File: config.mk
export PLATFORM = sky130hd
export DESIGN_NAME = pcmb_encoder_flat
export DESIGN_NICKNAME = d
export VERILOG_FILES = /design/src/rtl/pcmb_encoder_if.sv /design/src/rtl/pcmb_encoder.sv /design/src/flat_wrapper.sv
export SDC_FILE = /design/constraint.sdc
export NUM_CORES = 1
export LEC_CHECK = 0
export ABC_AREA = 1
export CAP_MARGIN = 25
export CELL_PAD_IN_SITES_DETAIL_PLACEMENT = 0
export CELL_PAD_IN_SITES_GLOBAL_PLACEMENT = 1
export CORE_ASPECT_RATIO = 1.4
export CORE_MARGIN = 2
export CORE_UTILIZATION = 43
export DETAILED_ROUTE_END_ITERATION = 12
export HOLD_SLACK_MARGIN = 0.03
export PLACE_DENSITY_LB_ADDON = 0.2
export SYNTH_ARGS = -nofsm -noshare
export SYNTH_HDL_FRONTEND = slang
export SYNTH_SLANG_ARGS = --single-unit
File: constraint.sdc
create_clock -name CLK -period 6.9 [get_ports CLK]
set_input_delay 1.035 -clock CLK [delete_from_list [all_inputs] [get_ports CLK]]
set_output_delay 1.035 -clock CLK [all_outputs]
set_load 0.03 [all_outputs]
File: src/rtl/pcmb_encoder_if.sv
// Sample-in / byte-out handshake bundle for the ADPCM-B encoder.
// The producer/consumer side uses master, the encoder uses slave.
interface pcmb_encoder_if;
  logic        START;
  logic [15:0] PCM_IN;
  logic        PCM_VALID;
  logic        PCM_READY;
  logic        FLUSH;
  logic [7:0]  BYTE_OUT;
  logic        BYTE_VALID;
  logic        BYTE_READY;

  modport master (
    output START, PCM_IN, PCM_VALID, FLUSH, BYTE_READY,
    input  PCM_READY, BYTE_OUT, BYTE_VALID
  );

  modport slave (
    input  START, PCM_IN, PCM_VALID, FLUSH, BYTE_READY,
    output PCM_READY, BYTE_OUT, BYTE_VALID
  );
endinterface

File: src/rtl/pcmb_encoder.sv
// Closed-loop ADPCM-B (YM2610 delta-T) encoder: 16-bit PCM in, two 4-bit codes per byte out.
// Tracks the decoder's predictor and step size so a bit-exact decoder reconstructs acc exactly.
module pcmb_encoder #(
  parameter int DELTA_MIN = 127,
  parameter int DELTA_MAX = 24576
) (
  input  logic          CLK,
  input  logic          RESET,
  pcmb_encoder_if.slave bus
);
  typedef enum logic [2:0] {
    IDLE     = 3'd0,
    DIFF     = 3'd1,
    SRCH2    = 3'd2,
    SRCH1    = 3'd3,
    SRCH0    = 3'd4,
    UPDATE   = 3'd5,
    WAIT_OUT = 3'd6
  } state_t;

  state_t             state_reg, state_next;
  logic signed [15:0] acc_reg;
  logic [14:0]        delta_reg;
  logic [15:0]        sample_reg;
  logic               sign_reg;
  logic [18:0]        mag4_reg;
  logic [18:0]        partial_reg;
  logic [2:0]         q_reg;
  logic [3:0]         high_reg;
  logic [3:0]         low_reg;
  logic               high_valid_reg;
  logic [7:0]         byte_reg;
  logic               byte_valid_reg;

  logic        out_free;
  logic        ready;
  logic        accept, do_start, load_byte, store_high, park_low, clear_high;
  logic [7:0]  byte_data;
  logic [3:0]  low_data;
  logic [3:0]  code;

  assign out_free       = !byte_valid_reg || bus.BYTE_READY;
  assign code           = {sign_reg, q_reg};
  assign bus.PCM_READY  = ready;
  assign bus.BYTE_OUT   = byte_reg;
  assign bus.BYTE_VALID = byte_valid_reg;

  // Difference against the predictor, magnitude pre-scaled by 4 for the search.
  logic [16:0] d17, mag17;
  assign d17   = {sample_reg[15], sample_reg} - {acc_reg[15], acc_reg};
  assign mag17 = d17[16] ? (~d17 + 17'd1) : d17;

  // Restoring search: one quotient bit per SRCH state.
  logic [1:0]  srch_bit;
  logic        srch_active;
  logic [18:0] trial;
  always_comb begin
    srch_bit    = 2'd0;
    srch_active = 1'b0;
    case (state_reg)
      SRCH2:   begin srch_bit = 2'd2; srch_active = 1'b1; end
      SRCH1:   begin srch_bit = 2'd1; srch_active = 1'b1; end
      SRCH0:   begin srch_bit = 2'd0; srch_active = 1'b1; end
      default: ;
    endcase
  end
  assign trial = partial_reg + (19'(delta_reg) << srch_bit);

  // (2q+1)*delta as a shift-add of delta.
  logic [18:0] odd_term [3];
  logic [18:0] odd_mult;
  logic [16:0] diff;
  for (genvar gi = 0; gi < 3; gi++) begin : g_odd
    assign odd_term[gi] = q_reg[gi] ? (19'(delta_reg) << (gi + 1)) : 19'd0;
  end
  assign odd_mult = 19'(delta_reg) + odd_term[0] + odd_term[1] + odd_term[2];
  assign diff     = {1'b0, odd_mult[18:3]};

  logic signed [17:0] acc_ext, diff_ext, acc_sum;
  logic signed [15:0] acc_sat;
  always_comb begin
    acc_ext  = {{2{acc_reg[15]}}, acc_reg};
    diff_ext = {1'b0, diff};
    acc_sum  = sign_reg ? (acc_ext - diff_ext) : (acc_ext + diff_ext);
    if (acc_sum > 18'sd32767)
      acc_sat = 16'sh7FFF;
    else if (acc_sum < -18'sd32768)
      acc_sat = -16'sh8000;
    else
      acc_sat = acc_sum[15:0];
  end

  logic [7:0]  t_mult;
  logic [22:0] delta_prod;
  logic [16:0] delta_scaled;
  logic [14:0] delta_new;
  always_comb begin
    case (q_reg)
      3'd4:    t_mult = 8'd77;
      3'd5:    t_mult = 8'd102;
      3'd6:    t_mult = 8'd128;
      3'd7:    t_mult = 8'd153;
      default: t_mult = 8'd57;
    endcase
    delta_prod   = {8'b0, delta_reg} * {15'b0, t_mult};
    delta_scaled = delta_prod[22:6];
    if (delta_scaled < 17'(DELTA_MIN))
      delta_new = 15'(DELTA_MIN);
    else if (delta_scaled > 17'(DELTA_MAX))
      delta_new = 15'(DELTA_MAX);
    else
      delta_new = delta_scaled[14:0];
  end

  always_comb begin
    state_next = state_reg;
    ready      = 1'b0;
    accept     = 1'b0;
    do_start   = 1'b0;
    load_byte  = 1'b0;
    byte_data  = 8'h00;
    store_high = 1'b0;
    park_low   = 1'b0;
    low_data   = 4'h0;
    clear_high = 1'b0;
    case (state_reg)
      IDLE: begin
        if (bus.START) begin
          do_start = 1'b1;
        end else if (bus.FLUSH) begin
          if (high_valid_reg) begin
            if (out_free) begin
              load_byte  = 1'b1;
              byte_data  = {high_reg, 4'h0};
              clear_high = 1'b1;
            end else begin
              park_low   = 1'b1;
              state_next = WAIT_OUT;
            end
          end
        end else begin
          ready = !RESET;
          if (bus.PCM_VALID && !RESET) begin
            accept     = 1'b1;
            state_next = DIFF;
          end
        end
      end
      DIFF:  state_next = SRCH2;
      SRCH2: state_next = SRCH1;
      SRCH1: state_next = SRCH0;
      SRCH0: state_next = UPDATE;
      UPDATE: begin
        state_next = IDLE;
        if (!high_valid_reg) begin
          store_high = 1'b1;
        end else if (out_free) begin
          load_byte  = 1'b1;
          byte_data  = {high_reg, code};
          clear_high = 1'b1;
        end else begin
          // Predictor still commits now; only the byte write is deferred.
          park_low   = 1'b1;
          low_data   = code;
          state_next = WAIT_OUT;
        end
      end
      WAIT_OUT: begin
        if (out_free) begin
          load_byte  = 1'b1;
          byte_data  = {high_reg, low_reg};
          clear_high = 1'b1;
          state_next = IDLE;
        end
      end
      default: state_next = IDLE;
    endcase
  end

  always_ff @(posedge CLK) begin
    if (RESET)
      state_reg <= IDLE;
    else
      state_reg <= state_next;
  end

  always_ff @(posedge CLK) begin
    if (RESET) begin
      acc_reg        <= '0;
      delta_reg      <= 15'(DELTA_MIN);
      sample_reg     <= '0;
      sign_reg       <= 1'b0;
      mag4_reg       <= '0;
      partial_reg    <= '0;
      q_reg          <= '0;
      high_reg       <= '0;
      low_reg        <= '0;
      high_valid_reg <= 1'b0;
      byte_reg       <= '0;
      byte_valid_reg <= 1'b0;
    end else begin
      if (accept)
        sample_reg <= bus.PCM_IN;
      if (do_start) begin
        acc_reg        <= '0;
        delta_reg      <= 15'(DELTA_MIN);
        high_valid_reg <= 1'b0;
      end
      if (state_reg == DIFF) begin
        sign_reg    <= d17[16];
        mag4_reg    <= {mag17, 2'b00};
        partial_reg <= '0;
        q_reg       <= '0;
      end
      if (srch_active && (trial <= mag4_reg)) begin
        partial_reg     <= trial;
        q_reg[srch_bit] <= 1'b1;
      end
      if (state_reg == UPDATE) begin
        acc_reg   <= acc_sat;
        delta_reg <= delta_new;
      end
      if (store_high) begin
        high_reg       <= code;
        high_valid_reg <= 1'b1;
      end
      if (park_low)
        low_reg <= low_data;
      if (clear_high)
        high_valid_reg <= 1'b0;
      // A new byte may load in the same cycle the previous one is taken.
      if (load_byte) begin
        byte_reg       <= byte_data;
        byte_valid_reg <= 1'b1;
      end else if (bus.BYTE_READY) begin
        byte_valid_reg <= 1'b0;
      end
    end
  end
endmodule
File: src/flat_wrapper.sv
// flat-port wrapper written by rule: the top's interface ports become plain ports
module pcmb_encoder_flat 
#(
  parameter int DELTA_MIN = 127,
  parameter int DELTA_MAX = 24576
)
  (CLK, RESET, bus_START, bus_PCM_IN, bus_PCM_VALID, bus_FLUSH, bus_BYTE_READY, bus_PCM_READY, bus_BYTE_OUT, bus_BYTE_VALID);
  pcmb_encoder_if bus_i ();
  input  logic CLK;
  input  logic RESET;
  input wire logic [$bits(bus_i.START)-1:0] bus_START;
  input wire logic [$bits(bus_i.PCM_IN)-1:0] bus_PCM_IN;
  input wire logic [$bits(bus_i.PCM_VALID)-1:0] bus_PCM_VALID;
  input wire logic [$bits(bus_i.FLUSH)-1:0] bus_FLUSH;
  input wire logic [$bits(bus_i.BYTE_READY)-1:0] bus_BYTE_READY;
  output wire logic [$bits(bus_i.PCM_READY)-1:0] bus_PCM_READY;
  output wire logic [$bits(bus_i.BYTE_OUT)-1:0] bus_BYTE_OUT;
  output wire logic [$bits(bus_i.BYTE_VALID)-1:0] bus_BYTE_VALID;
  assign bus_i.START = bus_START;
  assign bus_i.PCM_IN = bus_PCM_IN;
  assign bus_i.PCM_VALID = bus_PCM_VALID;
  assign bus_i.FLUSH = bus_FLUSH;
  assign bus_i.BYTE_READY = bus_BYTE_READY;
  assign bus_PCM_READY = bus_i.PCM_READY;
  assign bus_BYTE_OUT = bus_i.BYTE_OUT;
  assign bus_BYTE_VALID = bus_i.BYTE_VALID;
  pcmb_encoder #(.DELTA_MIN(DELTA_MIN), .DELTA_MAX(DELTA_MAX)) u_core (.CLK(CLK), .RESET(RESET), .bus(bus_i));
endmodule
==> results of run 1 <==
==> per-layer routing <==
metal / GRT usage / wire [µm] / vias up / share of wire
met5: 0 / 0 / - / 0
met4: 0.1293 / 2258 / 0 / 0.054
met3: 0.02480 / 1031 / 114 / 0.025
met2: 0.4784 / 21400 / 256 / 0.51
met1: 0.2929 / 16890 / 5862 / 0.41
li1: - / - / 6507 / -
==> cell families (layout without fill, tap and decap cells) <==
kind of cell	Yosys count	count (layout)	synth area share
xor+xnor	76	76	0.04858
compound gates	316	316	0.1265
flops	108	108	0.1578
fa+ha+maj	236	236	0.2741
other cells	1	1	0.0002737
simple gates	893	893	0.2760
buf+inv	421	444	0.1168
==> worst paths after layout <==
| check | startpoint | end | slack (ns) | depth (start not counted) |
|---|---|---|---|---|
| hold / removal | u_core.low_reg[1]$_SDFFE_PP0P_ | u_core.low_reg[1]$_SDFFE_PP0P_ | 0.47 | 2 |
| hold reg to reg | u_core.low_reg[1]$_SDFFE_PP0P_ | u_core.low_reg[1]$_SDFFE_PP0P_ | 0.47 | 2 |
| setup / recovery | u_core.q_reg[2]$_SDFF_PP0_ | u_core.acc_reg[5]$_SDFFE_PP0P_ | 0.74 | 31 |
| setup reg to reg | u_core.q_reg[2]$_SDFF_PP0_ | u_core.acc_reg[5]$_SDFFE_PP0P_ | 0.74 | 31 |
==> per-stage QoR <==
step	utilization	instance area (µm²)	hold WS [ns]	instances
floorplan	-	13700	0.4175	2051
finish	0.4719	14870	0.4699	2469
CTS	0.4708	14830	0.4646	2468
detailed placement	0.4595	14480	0.4506	2452
global placement	0.4595	14480	0.4373	2452
global route	0.4719	14870	0.4911	2469
==> cell type report <==
cell class                      instances  area share
Sequential cell                       108      0.1455
Timing Repair Buffer                   52     0.03333
Inverter                              376     0.09493
Multi-Input combinational cell       1522      0.6690
Tap cell                              395     0.03324
Clock inverter                          6    0.007911
Clock buffer                           10     0.01607
==> critical path: cells and delay by family (launching register included) <==
family          cells  cell delay [ns]
flops               1             0.34
buf+inv             5             0.66
fa+ha+maj           5             1.97
xor+xnor            1             0.15
compound gates      2             0.41
simple gates       18             2.47
==> synthesized netlist by cell type, types with 26 or more instances <==
library cell,instances,area [µm²]
sky130_fd_sc_hd__dfxtp_1,108,2162
sky130_fd_sc_hd__fa_1,107,2142
sky130_fd_sc_hd__xnor2_1,27,236.5
sky130_fd_sc_hd__nor3_1,26,130.1
sky130_fd_sc_hd__nand4_1,30,187.7
sky130_fd_sc_hd__a21oi_1,147,735.7
sky130_fd_sc_hd__nand2_1,462,1734
sky130_fd_sc_hd__nand3_1,87,435.4
sky130_fd_sc_hd__inv_1,368,1381
sky130_fd_sc_hd__o21ai_0,108,540.5
sky130_fd_sc_hd__nand2_2,29,181.4
sky130_fd_sc_hd__clkbuf_1,36,135.1
sky130_fd_sc_hd__nor2_1,228,855.8
sky130_fd_sc_hd__xor2_1,49,429.2
sky130_fd_sc_hd__ha_1,129,1614
==> where the power goes <==
part / switching [mW] / total [mW] / internal, mW
registers: 0.0200 / 0.660 / 0.640
clock network: 0.277 / 0.647 / 0.370
logic: 1.15 / 1.85 / 0.703
==> what timing repair did <==
item,4_1_cts,5_1_grt
endpoints found under the setup margin,0,15
hold buffers,0,0
hold endpoints to repair,0,0
resized for setup,0,3
==> flow_results.org, run 1 <==
** Final layout
- Summing all multi-input logic gate instances after layout gives 9946 µm².
- After filler insertion, the fill cell instance count of the layout stands at 3348.
- Layout cell share with drive strength beyond 1 :: 0.04822
- The top cell types in the final layout, fill and taps aside, are sky130_fd_sc_hd__nand2_1, sky130_fd_sc_hd__inv_1, sky130_fd_sc_hd__nor2_1.
- Compared with the post-synthesis result, the final layout area differs by 8.492%.
- Across the whole layout, storage elements account for 2163 µm².
- Leading cell type in the layout, fill and taps excluded :: sky130_fd_sc_hd__nand2_1
- The register with the most flip-flops in the layout has 19 of them.
- Antenna diode count :: 0
- After the last flow step, the layout net total stands at 2327.

** Floorplanning
- The core region is 31500 µm².
- Placement Rows :: 77
- The floorplan step set the die height to 215.2 µm.
- In this run the count of I/O pins placed on the die edge is 32.
- The die covers 33330 µm².
- The initial utilization of the core area, before any placement, comes to 0.4350.
- The die is 154.9 µm wide.

** Drt
- Number of nets with antenna violations after detailed routing :: 0
- For this block, the via count after detailed routing is 12740.
- Wire per inst :: 16.84 µm
- DRC violations left :: 0
- Number of search-and-repair iterations in the first detailed-routing pass :: 5
- Summed over all layers, the routed wires come to 41580 µm.
- Drt initial violations :: 809
- Routed vias/inst :: 5.160

** Pwr
- Power density over the cells :: 212.4 nW/µm²
- Reported leakage power :: 7.876 nW
- VDD sags by at most 0.5000 mV.
- Pwr Total :: 3.158 mW

** Synthesis
- Mean post-synth cell area :: 6.681 µm²
- Number of enable-type register cells in the synthesized netlist :: 0
- Number of unique standard cell types used by synthesis :: 49
- Number of synthesis warnings :: 0
- Proportion of register bits with asynchronous set or reset after synthesis :: 0
- The most used flip-flop cell after synthesis is sky130_fd_sc_hd__dfxtp_1.
- Synthesized Nets :: 2309
- Sequential element share of the synthesized area :: 0.1578
- Total of flip-flops plus latches after synthesis :: 108
- The cell area that synthesis handed to floorplanning was 13700 µm².
- Synthesis produced 2051 cells.

** Global route
- Global-route wire length before repair :: 67860 µm
- Antenna violations before repair :: 0
- The via count of the first global-routing pass came to 13060.
- Global-route usage over all layers :: 0.2587
- Entering global routing, the biggest net connects 60 pins.
- For this run the aggregate overflow at the end of global routing stands at 0.

** Critical path
- For this run, the slowest stage of the critical path takes 0.48 ns.
- Max FO, Critical Path :: 30
- At the worst endpoint, the arrival time is 6.40 ns.
- Kind of critical path :: flop to flop
- Slowest library cell on the worst path :: sky130_fd_sc_hd__fa_1
- Worst Setup End Kind :: flop
- The worst setup path is launched from a flop.
- Data on the critical path is required at its endpoint by 7.13 ns.
- Among the stages of the critical path, the cell type that occurs most often is sky130_fd_sc_hd__nand2_1.

** Clock network
- Clock Sinks :: 108
- Clk Tree Root Cell :: sky130_fd_sc_hd__clkbuf_16
- Clock Pin Slew Worst Setup and Hold Paths :: 0.08 ns
- TritonCTS built the clock tree.
- TritonCTS buffer count :: 9
- Clock latency on the worst-skew pair, taken at its later pin, is 0.38 ns.
- The clock passes through at most 2 buffers.
- Number of setup buffers added after CTS :: 0
- In this run the number of H-tree levels came out at 3.

** Worst hold path
- Worst hold-check path type :: flop to flop

** Placed design
- Detailed placement HPWL :: 35120 µm
- Quantity of I/O buffers inserted on ports :: 31
- The congestion estimate from routability-driven global placement came to 0.9476.
- Timing analysis after detailed placement gives a worst setup slack of 0.5942 ns.

** STA
- Slew at the pin closest to its max-slew limit :: 1.011 ns
- Final count of negative-setup-slack endpoints :: 0
- Worst Skew :: 0.01214 ns
- The max-slew violation count is 0.
- Minimum clock period :: 6.161 ns
- Unrepaired setup endpoints after global routing :: no
- For the final routed database, the setup TNS stands at 0 ns.
- The number of hold violations in the final report was 0.
- Setup slack closes at 0.7391 ns.
- In this run the tightest slew margin relative to its limit is 0.3251.
- Part of the cycle the worst path needs :: 0.8929
- Derived from the worst setup path, the maximum achievable clock frequency is 0.1623 GHz.

** Run status
- The flow ran to the end, and the final reports show no timing, DRC or antenna violations.

** Flow run
- Max-capacitance violation count :: 0
No activity file was read; power rests on OpenSTA's default activity.
==> run 2, diff against run 1 <==
--- a/config.mk
+++ b/config.mk
@@ -6,6 +6,7 @@
 export NUM_CORES = 1
 export LEC_CHECK = 0
 export ABC_AREA = 1
+export ABC_CLOCK_PERIOD_IN_PS = 6900
 export CAP_MARGIN = 25
 export CELL_PAD_IN_SITES_DETAIL_PLACEMENT = 0
 export CELL_PAD_IN_SITES_GLOBAL_PLACEMENT = 1
@@ -15,6 +16,7 @@
 export DETAILED_ROUTE_END_ITERATION = 12
 export HOLD_SLACK_MARGIN = 0.03
 export PLACE_DENSITY_LB_ADDON = 0.2
+export SLEW_MARGIN = 30
 export SYNTH_ARGS = -nofsm -noshare
 export SYNTH_HDL_FRONTEND = slang
 export SYNTH_SLANG_ARGS = --single-unit
==> flow_results.org, run 2 (same netlist as run 1, synthesis figures left out) <==
** Run status
- Result of the run: completed (unchanged).

** Placed design
- The area after detailed placement is 14480 µm² (about the same).
- The number of buffers added on ports was 31 (unchanged).
- Number of placed cells counting well taps :: 2452 (unchanged)
- Post-Place Setup Slack :: 0.5713 ns (was 0.5942 ns)
- The routability congestion estimate came to 0.9476 (unchanged).
- The sum of net half-perimeters after detailed placement was 35120 µm (unchanged).

** Global route
- Pin count of the biggest net entering global routing :: 60 (unchanged)
- Global-route wire length before repair :: 68040 µm (was 67860 µm)
- The total routing resource utilization after global routing is 0.2597 (was 0.2587).
- Via count of the first global-routing pass :: 13120 (was 13060)
- The total congestion overflow came to 0 (unchanged).
- Antenna violations before repair :: 0 (unchanged)

** Floorplanning
- The die footprint came to 33330 µm² (unchanged).
- The number of top-level design ports came to 32 (unchanged).
- Starting density of the core :: 0.4350 (unchanged)
- The standard cell core area came to 31500 µm² (unchanged).
- The number of placement rows was 77 (unchanged).
- Horizontal extent of the die :: 154.9 µm (unchanged)
- Die Y-Extent :: 215.2 µm (unchanged)

** Drt
- The number of vias per cell after detailed routing came to 5.192 (was 5.160).
- The post-detailed-route wirelength per cell is 16.88 µm (was 16.84 µm).
- Via count :: 12810 (was 12740)
- Number of search-and-repair iterations in the first detailed-routing pass :: 5 (unchanged)
- Post-detailed-routing wire length :: 41660 µm (was 41580 µm)
- The violation count after the first detailed-routing iteration is 780 (was 809).
- The post-detailed-route count of antenna-violating nets came to 0 (unchanged).
- The DRC violation count after routing is 0 (unchanged).

** STA
- Worst Skew :: 0.01291 ns (was 0.01214 ns)
- The number of hold violations in the final report came to 0 (unchanged).
- Minimum clock period :: 6.196 ns (was 6.161 ns)
- Final number of max-transition violations :: 0 (unchanged)
- The summed negative setup slack over all endpoints was 0 ns (unchanged).
- Worst Hold Margin :: 0.4675 ns (was 0.4699 ns)
- Relative slew slack :: 0.3520 (was 0.3251)
- Part of the cycle the worst path needs :: 0.8979 (was 0.8929)
- Unrepaired setup endpoints after global routing :: no (unchanged)
- The slew at the pin closest to its max-slew limit came to 0.9660 ns (was 1.011 ns).
- The least setup slack across all paths after layout is 0.7044 ns (was 0.7391 ns).
- Achievable clock frequency :: 0.1614 GHz (was 0.1623 GHz)
- Final count of negative-setup-slack endpoints :: 0 (unchanged)

** Final layout
- Final-stage net count :: 2326 (was 2327)
- Final Instance Area :: 14800 µm² (was 14870 µm²)
- The number of flip-flops under the largest register name was 19 (unchanged).
- The final cell count without fillers is 2468 (was 2469).
- Post-route core utilization :: 0.4696 (was 0.4719)
- The share of post-route cells with drive strength above 1 came to 0.04824 (was 0.04822).
- Most frequent cells in the layout: sky130_fd_sc_hd__nand2_1, sky130_fd_sc_hd__inv_1, sky130_fd_sc_hd__nor2_1 (unchanged).
- Leading cell type in the layout, fill and taps excluded :: sky130_fd_sc_hd__nand2_1 (unchanged)
- The antenna diode count came to 0 (unchanged).
- The growth of design area from synthesis to finish was 7.971% (was 8.492%).

** Clock network
- The sink count of the clock tree was 108 (unchanged).
- The clock tree from TritonCTS is done (unchanged).
- Clk Tree Root Cell :: sky130_fd_sc_hd__clkbuf_16 (unchanged)
- Clock Pin Slew Worst Setup and Hold Paths :: 0.09 ns (was 0.08 ns)
- Clk_lat worst skew :: 0.38 ns (about the same)
- CTS max path bufs :: 2 (unchanged)
- Depth of the CTS H-tree :: 3 (unchanged)
- TritonCTS buffer count :: 9 (unchanged)

** Pwr
- The power density of the placed cells was 208.4 nW/µm² (was 212.4 nW/µm²).
- Reported leakage power :: 7.832 nW (was 7.876 nW)
- The highest ir drop seen on vdd came to 0.5314 mV (was 0.5000 mV).
- The total chip power was 3.084 mW (was 3.158 mW).

** Critical path
- The critical path endpoint category is a flop (unchanged).
- The data arrival at the endpoint of the critical path is 6.47 ns (was 6.40 ns).
- Critical path launch point type :: flop (unchanged)
- The critical path required time is 7.17 ns (was 7.13 ns).
- The highest net fanout along the worst path was 18 (was 30).
- Kind of critical path :: flop to flop (unchanged)

** Flow run
- Max-capacitance violation count :: 0 (unchanged)

** Worst hold path
- Worst hold-check path type :: flop to flop (unchanged)
## run 2: cell types whose count changed in the layout (fill, tap and decap cells not counted), sizes merged
| cell | before | now |
|---|---|---|
| clkinv | 2 | 5 |
| bufinv | 3 | 1 |
| clkinvlp | 1 | 3 |
| inv | 376 | 374 |
| buf | 22 | 21 |
| clkbuf | 10 | 9 |
## run 2: path summary, 6_finish.rpt
path                                        start                               end  slack, ns  cells after the start
hold / removal    u_core.mag4_reg[4]$_SDFFE_PP0P_   u_core.mag4_reg[4]$_SDFFE_PP0P_       0.47                      2
setup reg to reg       u_core.q_reg[0]$_SDFF_PP0_  u_core.delta_reg[0]$_SDFFE_PP1P_       0.70                     25
setup / recovery       u_core.q_reg[0]$_SDFF_PP0_  u_core.delta_reg[0]$_SDFFE_PP1P_       0.70                     25
hold reg to reg   u_core.mag4_reg[4]$_SDFFE_PP0P_   u_core.mag4_reg[4]$_SDFFE_PP0P_       0.47                      2
## run 2: report_power, final
group	switching (mW)	internal, mW	total (mW)
clock	0.289	0.288	0.577
sequential	0.0200	0.640	0.660
combinational	1.15	0.701	1.85
total	1.45	1.63	3.08
## run 2: area by class of cell
cell class	instances	area [µm²]
multi-input cells	1522	9946
clock buffers	9	225.2
well taps	395	494.2
repair buffers	51	467.9
fillers	3412	16710
flip-flops and latches	108	2163
clock inverters	7	86.33
inverters	376	1413
## run 2: repair_timing
item	in CTS	in global routing
buffers inserted	0	0
endpoints found under the setup margin	0	15
gates resized for setup	0	3
hold buffers	0	0
## run 2: per-layer routing
layer  wire length [µm]  vias to the layer above  global-route usage
met5                  0                        -                   0
met4               2375                        0              0.1435
met3               1349                      113             0.02359
li1                   -                     6506                   -
met1              16660                     5900              0.2952
met2              21270                      294              0.4733
## run 2: critical path, stage by stage (launching register included)
cell	delay (ns)
sky130_fd_sc_hd__dfxtp_1	0.32
sky130_fd_sc_hd__buf_4	0.22
sky130_fd_sc_hd__inv_1	0.12
sky130_fd_sc_hd__nor3_1	0.18
sky130_fd_sc_hd__nor2_1	0.08
sky130_fd_sc_hd__inv_1	0.30
sky130_fd_sc_hd__nand2_1	0.11
sky130_fd_sc_hd__fa_1	0.50
sky130_fd_sc_hd__inv_1	0.05
sky130_fd_sc_hd__fa_1	0.50
sky130_fd_sc_hd__fa_1	0.54
sky130_fd_sc_hd__fa_1	0.50
sky130_fd_sc_hd__ha_1	0.40
sky130_fd_sc_hd__a21oi_1	0.25
sky130_fd_sc_hd__a21boi_0	0.45
sky130_fd_sc_hd__nor2_1	0.07
sky130_fd_sc_hd__nor3_1	0.32
sky130_fd_sc_hd__o21ai_0	0.20
sky130_fd_sc_hd__xor2_1	0.19
sky130_fd_sc_hd__nor2_2	0.06
sky130_fd_sc_hd__nand3_1	0.08
sky130_fd_sc_hd__nor2_1	0.05
sky130_fd_sc_hd__nor2_1	0.34
sky130_fd_sc_hd__nand2_1	0.10
sky130_fd_sc_hd__nand2_1	0.08
sky130_fd_sc_hd__nand2_1	0.06
